File: src/rtl/mult_frame_acc.sv
// Frame accumulator behind the signed multiplier: sums frame_len products per frame
// and holds each sum in a one-entry valid/ready output register.
// Optional saturating adds: define MULT_FRAME_ACC_SAT_EN (default build wraps).
module mult_frame_acc #(
    parameter int unsigned IN_W  = 9,
    parameter int unsigned ACC_W = 16,
    parameter int unsigned LEN_W = 8
) (
    input  logic                    clk,
    input  logic                    rst,
    input  logic                    in_valid,
    input  logic signed [IN_W-1:0]  in_data,
    input  logic [LEN_W-1:0]        frame_len,
    output logic                    out_valid,
    input  logic                    out_ready,
    output logic signed [ACC_W-1:0] out_data,
    output logic                    out_ovf,
    output logic                    overrun,
    output logic                    busy
);

    localparam int unsigned SUM_W = ACC_W + 1;

    localparam logic [0:0] S_IDLE = 1'b0;
    localparam logic [0:0] S_ACC  = 1'b1;

`ifdef MULT_FRAME_ACC_SAT_EN
    localparam logic signed [ACC_W-1:0] ACC_MAX = {1'b0, {(ACC_W-1){1'b1}}};
    localparam logic signed [ACC_W-1:0] ACC_MIN = {1'b1, {(ACC_W-1){1'b0}}};
`endif

    logic signed [ACC_W-1:0] acc_q, acc_n;
    logic [LEN_W-1:0]        cnt_q, cnt_n;
    logic [LEN_W-1:0]        len_q, len_n;
    logic                    ovf_q, ovf_n;

    logic                    out_valid_n;
    logic signed [ACC_W-1:0] out_data_n;
    logic                    out_ovf_n;
    logic                    overrun_n;

    logic [0:0]              state_c;
    logic signed [SUM_W-1:0] ext_c;
    logic signed [SUM_W-1:0] sum_c;
    logic                    add_ovf_c;
    logic signed [ACC_W-1:0] res_c;
    logic [LEN_W-1:0]        len_eff_c;
    logic                    last_c;
    logic                    done_c;

    // Adder datapath; acc is always zero in IDLE so the first product shares the same path.
    always_comb begin
        ext_c     = SUM_W'(in_data);
        sum_c     = SUM_W'(acc_q) + ext_c;
        add_ovf_c = sum_c[SUM_W-1] != sum_c[SUM_W-2];
`ifdef MULT_FRAME_ACC_SAT_EN
        if (add_ovf_c) begin
            res_c = sum_c[SUM_W-1] ? ACC_MIN : ACC_MAX;
        end else begin
            res_c = sum_c[ACC_W-1:0];
        end
`else
        res_c = sum_c[ACC_W-1:0];
`endif
    end

    // Next-state and output logic; state is decoded from the product counter.
    always_comb begin
        acc_n       = acc_q;
        cnt_n       = cnt_q;
        len_n       = len_q;
        ovf_n       = ovf_q;
        out_valid_n = out_valid;
        out_data_n  = out_data;
        out_ovf_n   = out_ovf;
        overrun_n   = 1'b0;
        done_c      = 1'b0;
        last_c      = 1'b0;

        state_c   = (cnt_q != '0) ? S_ACC : S_IDLE;
        len_eff_c = (frame_len == '0) ? LEN_W'(1) : frame_len;

        if (in_valid) begin
            case (state_c)
                S_IDLE: begin
                    len_n  = len_eff_c;
                    last_c = (len_eff_c == LEN_W'(1));
                end
                S_ACC: begin
                    last_c = (cnt_q == LEN_W'(len_q - LEN_W'(1)));
                end
                default: begin
                    last_c = 1'b0;
                end
            endcase

            if (last_c) begin
                done_c = 1'b1;
                acc_n  = '0;
                cnt_n  = '0;
                ovf_n  = 1'b0;
            end else begin
                acc_n = res_c;
                cnt_n = LEN_W'(cnt_q + LEN_W'(1));
                ovf_n = ovf_q | add_ovf_c;
            end
        end

        // A completion always loads; it only counts as overrun if the old sum was refused.
        if (done_c) begin
            out_valid_n = 1'b1;
            out_data_n  = res_c;
            out_ovf_n   = ovf_q | add_ovf_c;
            overrun_n   = out_valid & ~out_ready;
        end else if (out_valid && out_ready) begin
            out_valid_n = 1'b0;
        end
    end

    always_ff @(posedge clk) begin
        if (!rst) begin
            acc_q     <= '0;
            cnt_q     <= '0;
            len_q     <= '0;
            ovf_q     <= 1'b0;
            out_valid <= 1'b0;
            out_data  <= '0;
            out_ovf   <= 1'b0;
            overrun   <= 1'b0;
            busy      <= 1'b0;
        end else begin
            acc_q     <= acc_n;
            cnt_q     <= cnt_n;
            len_q     <= len_n;
            ovf_q     <= ovf_n;
            out_valid <= out_valid_n;
            out_data  <= out_data_n;
            out_ovf   <= out_ovf_n;
            overrun   <= overrun_n;
            busy      <= (cnt_n != '0);
        end
    end

endmodule

File: config.mk
export PLATFORM = sky130hd
export DESIGN_NAME = mult_frame_acc
export DESIGN_NICKNAME = d
export VERILOG_FILES = /design/src/rtl/mult_frame_acc.sv
export SDC_FILE = /design/constraint.sdc
export NUM_CORES = 1
export LEC_CHECK = 0
export BUFFER_PORTS_ARGS = -buffer_cell sky130_fd_sc_hd__buf_2
export CAP_MARGIN = 20
export CORE_MARGIN = 4
export CORE_UTILIZATION = 50
export DETAILED_ROUTE_END_ITERATION = 10
export MAX_ROUTING_LAYER = met4
export PLACE_DENSITY = 0.73
export SLEW_MARGIN = 20
export SYNTH_ARGS = -nofsm -noshare
export SYNTH_HDL_FRONTEND = slang
export SYNTH_SLANG_ARGS = --single-unit
File: constraint.sdc
create_clock -name clk -period 2.4 [get_ports clk]
set_clock_uncertainty 0.2 [all_clocks]
set_input_delay 0.48 -clock clk [delete_from_list [all_inputs] [get_ports clk]]
set_output_delay 0.48 -clock clk [all_outputs]
set_load 0.02 [all_outputs]
Word-level counts from Yosys, hierarchy flattened
Cells that the tools add are included.

word-level totals
  register bits after elaboration = 53
  output and inout bits = 20
  word-level logic and storage cells = 38

operators by class
  bitwise gates (word level) = 4
  eq/ne operators = 3
  mux-type cells = 12
  reduce and logical (&&, ||, !) cells = 7
  add/subtract/negate cells = 3

operators with widths
  operator                                                             count
  8-bit two-way mux                                                    3
  16-bit by 9-bit adder with 17-bit output                             1
  16-bit two-way mux                                                   1
  8-bit nonzero test                                                   2
  8-bit by 1-bit adder with 8-bit output (second input constant)       1
  8-bit by 1-bit == test with 1-bit output (second input constant)     1
  8-bit == test                                                        1
  8-bit logical NOT                                                    1
  8-bit by 1-bit subtractor with 8-bit output (second input constant)  1
  1-bit two-way mux                                                    7
  2-bit AND reduction                                                  2
  1-bit inverter                                                       2
  1-bit case mux with 2 select lines                                   1
  2-bit nonzero test                                                   1
  1-bit AND                                                            1
  1-bit logical AND                                                    1
  1-bit != test                                                        1
  1-bit OR                                                             1

Logic depth before layout (Yosys ltp)
  depth in word-level cells = 8
  depth in mapped cells = 11
  depth with buffers taken out = 8

Worst setup path after synthesis
OpenSTA, ideal clock, no wires.

  path kind = input-to-reg
  from = input in_data[0]
  to = register acc_q[12]
  data arrival time = 2140 ps
  setup time = 128 ps
  stages on the path = 8
  slack = -68 ps
  cell sequence = ha_1 > fa_1 > a21oi_1 > o211a_1 > nor2_1 > or3_1 > a32oi_1 > nor2_1

between the ends
  longest elaborated chain between the ends = 2

RTL lines
  element                                   line  RTL
  from (decl)                               12    input logic signed [IN_W-1:0] in_data,
  16-bit by 9-bit adder with 17-bit output  54    sum_c = SUM_W'(acc_q) + ext_c;
  16-bit two-way mux                        97    if (last_c) begin
  to (signal assigned)                      132   acc_q <= acc_n;
  to (decl)                                 32    logic signed [ACC_W-1:0] acc_q, acc_n;

No other way between the ends.
A chain may end at the register's enable or synchronous reset.

Final worst setup path
  from = register len_q[1]
  to = register busy

between the ends
  longest elaborated chain between the ends = 7

RTL lines
  element                                      line  RTL
  from (decl)                                  34    logic [LEN_W-1:0] len_q, len_n;
  from (signal assigned)                       134   len_q <= len_n;
  8-bit by 1-bit subtractor with 8-bit output  90    last_c = (cnt_q == LEN_W'(len_q - LEN_W'(1)));
  8-bit == test                                90
  1-bit case mux with 2 select lines           84    case (state_c)
  1-bit two-way mux                            83    if (in_valid) begin
  8-bit two-way mux                            97
  8-bit two-way mux                            83
  8-bit nonzero test                           140   busy <= (cnt_n != '0);
  to (signal assigned)                         140
  to (decl)                                    19    output logic busy

No other way between the ends. The select of a mux whose other input is x is not followed.

==> results_dict.tcl <==
set metrics [dict create \
    run_status "finished, violations left" \
    violations_in_the_final_reports "negative setup slack" \
    num_antenna_cells 0 \
    yosysSeqAreaShare_pct 33.7 \
    tritoncts.num_buffers 5 \
    io_buffer_count 40 \
    maxCapViolCount 0 \
    cp_common_cell "sky130_fd_sc_hd__or4_4" \
    cp_slowest_cell "sky130_fd_sc_hd__or4_4" \
    timing.critical_path.required_ps 2410 \
    critical_path.top_delay_family "simple AND/OR/NAND/NOR gates" \
    cell_pwr_density_nw_per_um2 591 \
    path_clk_slew_ps 100 \
    grt_setup_unrepaired "true" \
    globalRouteTotalUtil_pct 22.6 \
    antenna_found_initial 0 \
    synthTopCellsByArea "sky130_fd_sc_hd__dfxtp_1, sky130_fd_sc_hd__ha_1, sky130_fd_sc_hd__nor2_1, sky130_fd_sc_hd__mux2i_1, sky130_fd_sc_hd__xnor2_1" \
    finalNetCount 501 \
    ant_nets 0 \
    drc_errors 0 \
    clock_power_share_pct 26.6 \
    grt_remaining_overflow 0 \
    synthCells 369 \
    synth_async_sr_flop_share_pct 0 \
    timing.critical_path.from_type "flip-flop" \
    ctsLongestPathBuffers 2 \
    layout.cells.most_common "sky130_fd_sc_hd__buf_4" \
    dr.first_iter.drc_count 198 \
    pwr-share-comb_pct 33.7 \
    critPathBufInv 1 \
    number_of_max_slew_violations_in_the_final_report 0 \
    route.final.wire_length_um 8340 \
    critPathMaxFanout 4 \
    ys_ff_latch 53 \
    core.rowCount 28 \
    clock_insertion_delay_at_the_later_pin_of_the_skew_report_ps 310 \
    die-height_um 87.3 \
    max_clock_freq_mhz 404 \
    p_sw_uw 766 \
    clock_sink_count 53 \
    setup_slack_of_the_critical_path_after_layout_ps -72.5 \
    crit_path_cell_trace "or4_4 -> or4_4 -> nand3_4 -> buf_4 -> a31oi_4 -> mux2_4 -> o21a_1" \
    synth-edff-count 0 \
    post-place-cells 520 \
    avgRoutedWirePerCell_um 15.6 \
    ctsRootBufferMaster "sky130_fd_sc_hd__clkbuf_8" \
    tightestPinTransition_ps 648 \
    fraction_of_post_synthesis_cell_area_in_the_top_cell_type_by_area_pct 33.7 \
    synth-main-ff-cell "sky130_fd_sc_hd__dfxtp_1" \
    syn_avg_cell_area_sq_um 8.52 \
    design.core.area_sq_um 6030 \
    reg2reg_depth 7 \
    fillerInstances 486 \
    layout_worst_path_cycle_share_pct 103 \
    timing.critical_path.to_type "flip-flop" \
    hold_class "in2reg" \
    power.static_leakage_nw 1.84 \
    gpl.final_weighted_congestion 0.908 \
    seq_power_share_pct 39.7 \
    tritoncts "done" \
    via_count_of_the_first_global_routing_pass 2929 \
    maximum_vdd_drop_v 0.000306 \
    worst-path-stages 7 \
    slew_headroom_pct 56.8 \
    initial_utilization_pct 52.2 \
    floorplan.io_pins 41 \
    finalSetupViolCount 13 \
    syn-num-nets 410 \
    syn2layout_area_growth_pct 31.2 \
    period_needed_ps 2470 \
    internal_power_mw 1.67 \
    chipWidth_um 87.3 \
    grt_max_degree 20 \
    dpl.hpwl_um 5780 \
    synth.lib_cells_used.distinct 58 \
    htreeDepth 2 \
    synthesized_area_sq_um 3140 \
    crit_arrival_ps 2480 \
    layout.cells.most_common_list "sky130_fd_sc_hd__buf_4, sky130_fd_sc_hd__nor2_1, sky130_fd_sc_hd__dfxtp_1" \
    synth.largest_area_cell "sky130_fd_sc_hd__dfxtp_1" \
    floorplan.die_area_sq_um 7620 \
    report.final.hold_viol_count 0 \
    setup.worst_path.class "reg2reg" \
    grt_pass1_wl_um 13400 \
    vias 3040 \
    max_stage_delay_ps 560 \
    ys.warnings.count 0 \
    switching_share_pct 31.4 \
    final_cells 536 \
    finalCoreUtilization_pct 68.5 \
    worst_hold_path.num_cells 3 \
    layout-drive-gt1-share_pct 31.2 \
    timing.setup.tns_ps -289 \
    routed_via_density 5.67 \
    drt_pass1_iterations 4 \
]
-- what timing repair did --
item	in CTS	in global routing
cloned	1	1
hold buffers	0	0
pin swaps	3	8
gates resized for setup	12	28
endpoints found under the setup margin	19	44
buffers inserted	2	4
-- routing by layer --
| layer | GRT usage, % | share of wire (%) |
|---|---|---|
| met1 | 28.3 | 46 |
| met2 | 37.8 | 49 |
| met4 | 5.86 | 1.3 |
| met3 | 3.78 | 4.0 |
| met5 | - | 0 |
-- cells in the mapped netlist, drive strengths merged (4+ instances only) --
library cell,count
o211ai,4
clkbuf,11
o21ai,14
xnor2,14
xor2,10
nand3,15
a22oi,7
nor3,8
nor3b,4
o21a,5
and3,4
buf,5
inv,9
ha,19
a21o,7
mux2i,18
a211oi,4
nand2,25
a21oi,22
dfxtp,53
nor2,51
o22ai,4
nor2b,6
a31oi,5
-- power by group through the flow --
stage	Sequential, mW	Combinational [mW]	Clock (mW)
after floorplan	0.985	0.473	0
after global placement	0.983	0.706	0
after detailed placement	0.985	0.720	0
after CTS	0.966	0.754	0.660
after global routing	0.976	0.905	0.697
final	0.969	0.823	0.648
-- worst paths after layout --
path                 from  endpoint  slack, ps
max              len_q[1]      busy        -70
min          frame_len[7]  len_q[7]        220
max reg2reg      len_q[1]      busy        -70
min reg2reg      acc_q[0]  acc_q[0]        280
-- flip-flops by register name (all words and copies together), names as in the netlist --
register	cells
acc_q	16
busy	1
cnt_q	8
len_q	8
out_data	16
out_ovf	1
out_valid	1
overrun	1
ovf_q	1
-- layout make-up --
type / count / area, sq um / share of cell area (%)
multi-input combinational: 290 / 2110 / 51.2
sequential: 53 / 1070 / 25.8
timing repair buffer: 100 / 694 / 16.8
tap: 75 / 93.8 / 2.27
clock buffer: 6 / 82.6 / 2.00
clock inverter: 2 / 37.5 / 0.910
inverter: 10 / 37.5 / 0.910
-- metrics by stage --
| step | hold WS (ps) | instance area (sq um) | setup WS (ps) | power, mW |
|---|---|---|---|---|
| floorplan | 240 | 3170 | -8.55 | 1.46 |
| global placement | 239 | 3760 | -182 | 1.69 |
| detailed placement | 255 | 3760 | -200 | 1.71 |
| CTS | 218 | 3980 | -47.7 | 2.38 |
| global route | 239 | 4130 | -148 | 2.58 |
| finish | 218 | 4130 | -72.5 | 2.44 |
-- worst reg2reg max path: cells and delay by family (launching register included) --
| family | cells | cell delay (ps) |
|---|---|---|
| simple gates | 3 | 1090 |
| compound gates | 2 | 300 |
| mux | 1 | 280 |
| buf+inv | 1 | 130 |
| flops | 1 | 350 |
-- cell families after synthesis --
logic type                 share of synthesized area, %
AOI/OAI and AO/OA                                  20.7
xor gates and xnor gates                           6.69
and+or+nand+nor                                    20.1
buffers and inverters                              4.06
adders and majority gates                          8.20
muxes                                              6.45
DFF                                                33.7
(Power assumes the default switching activity.)
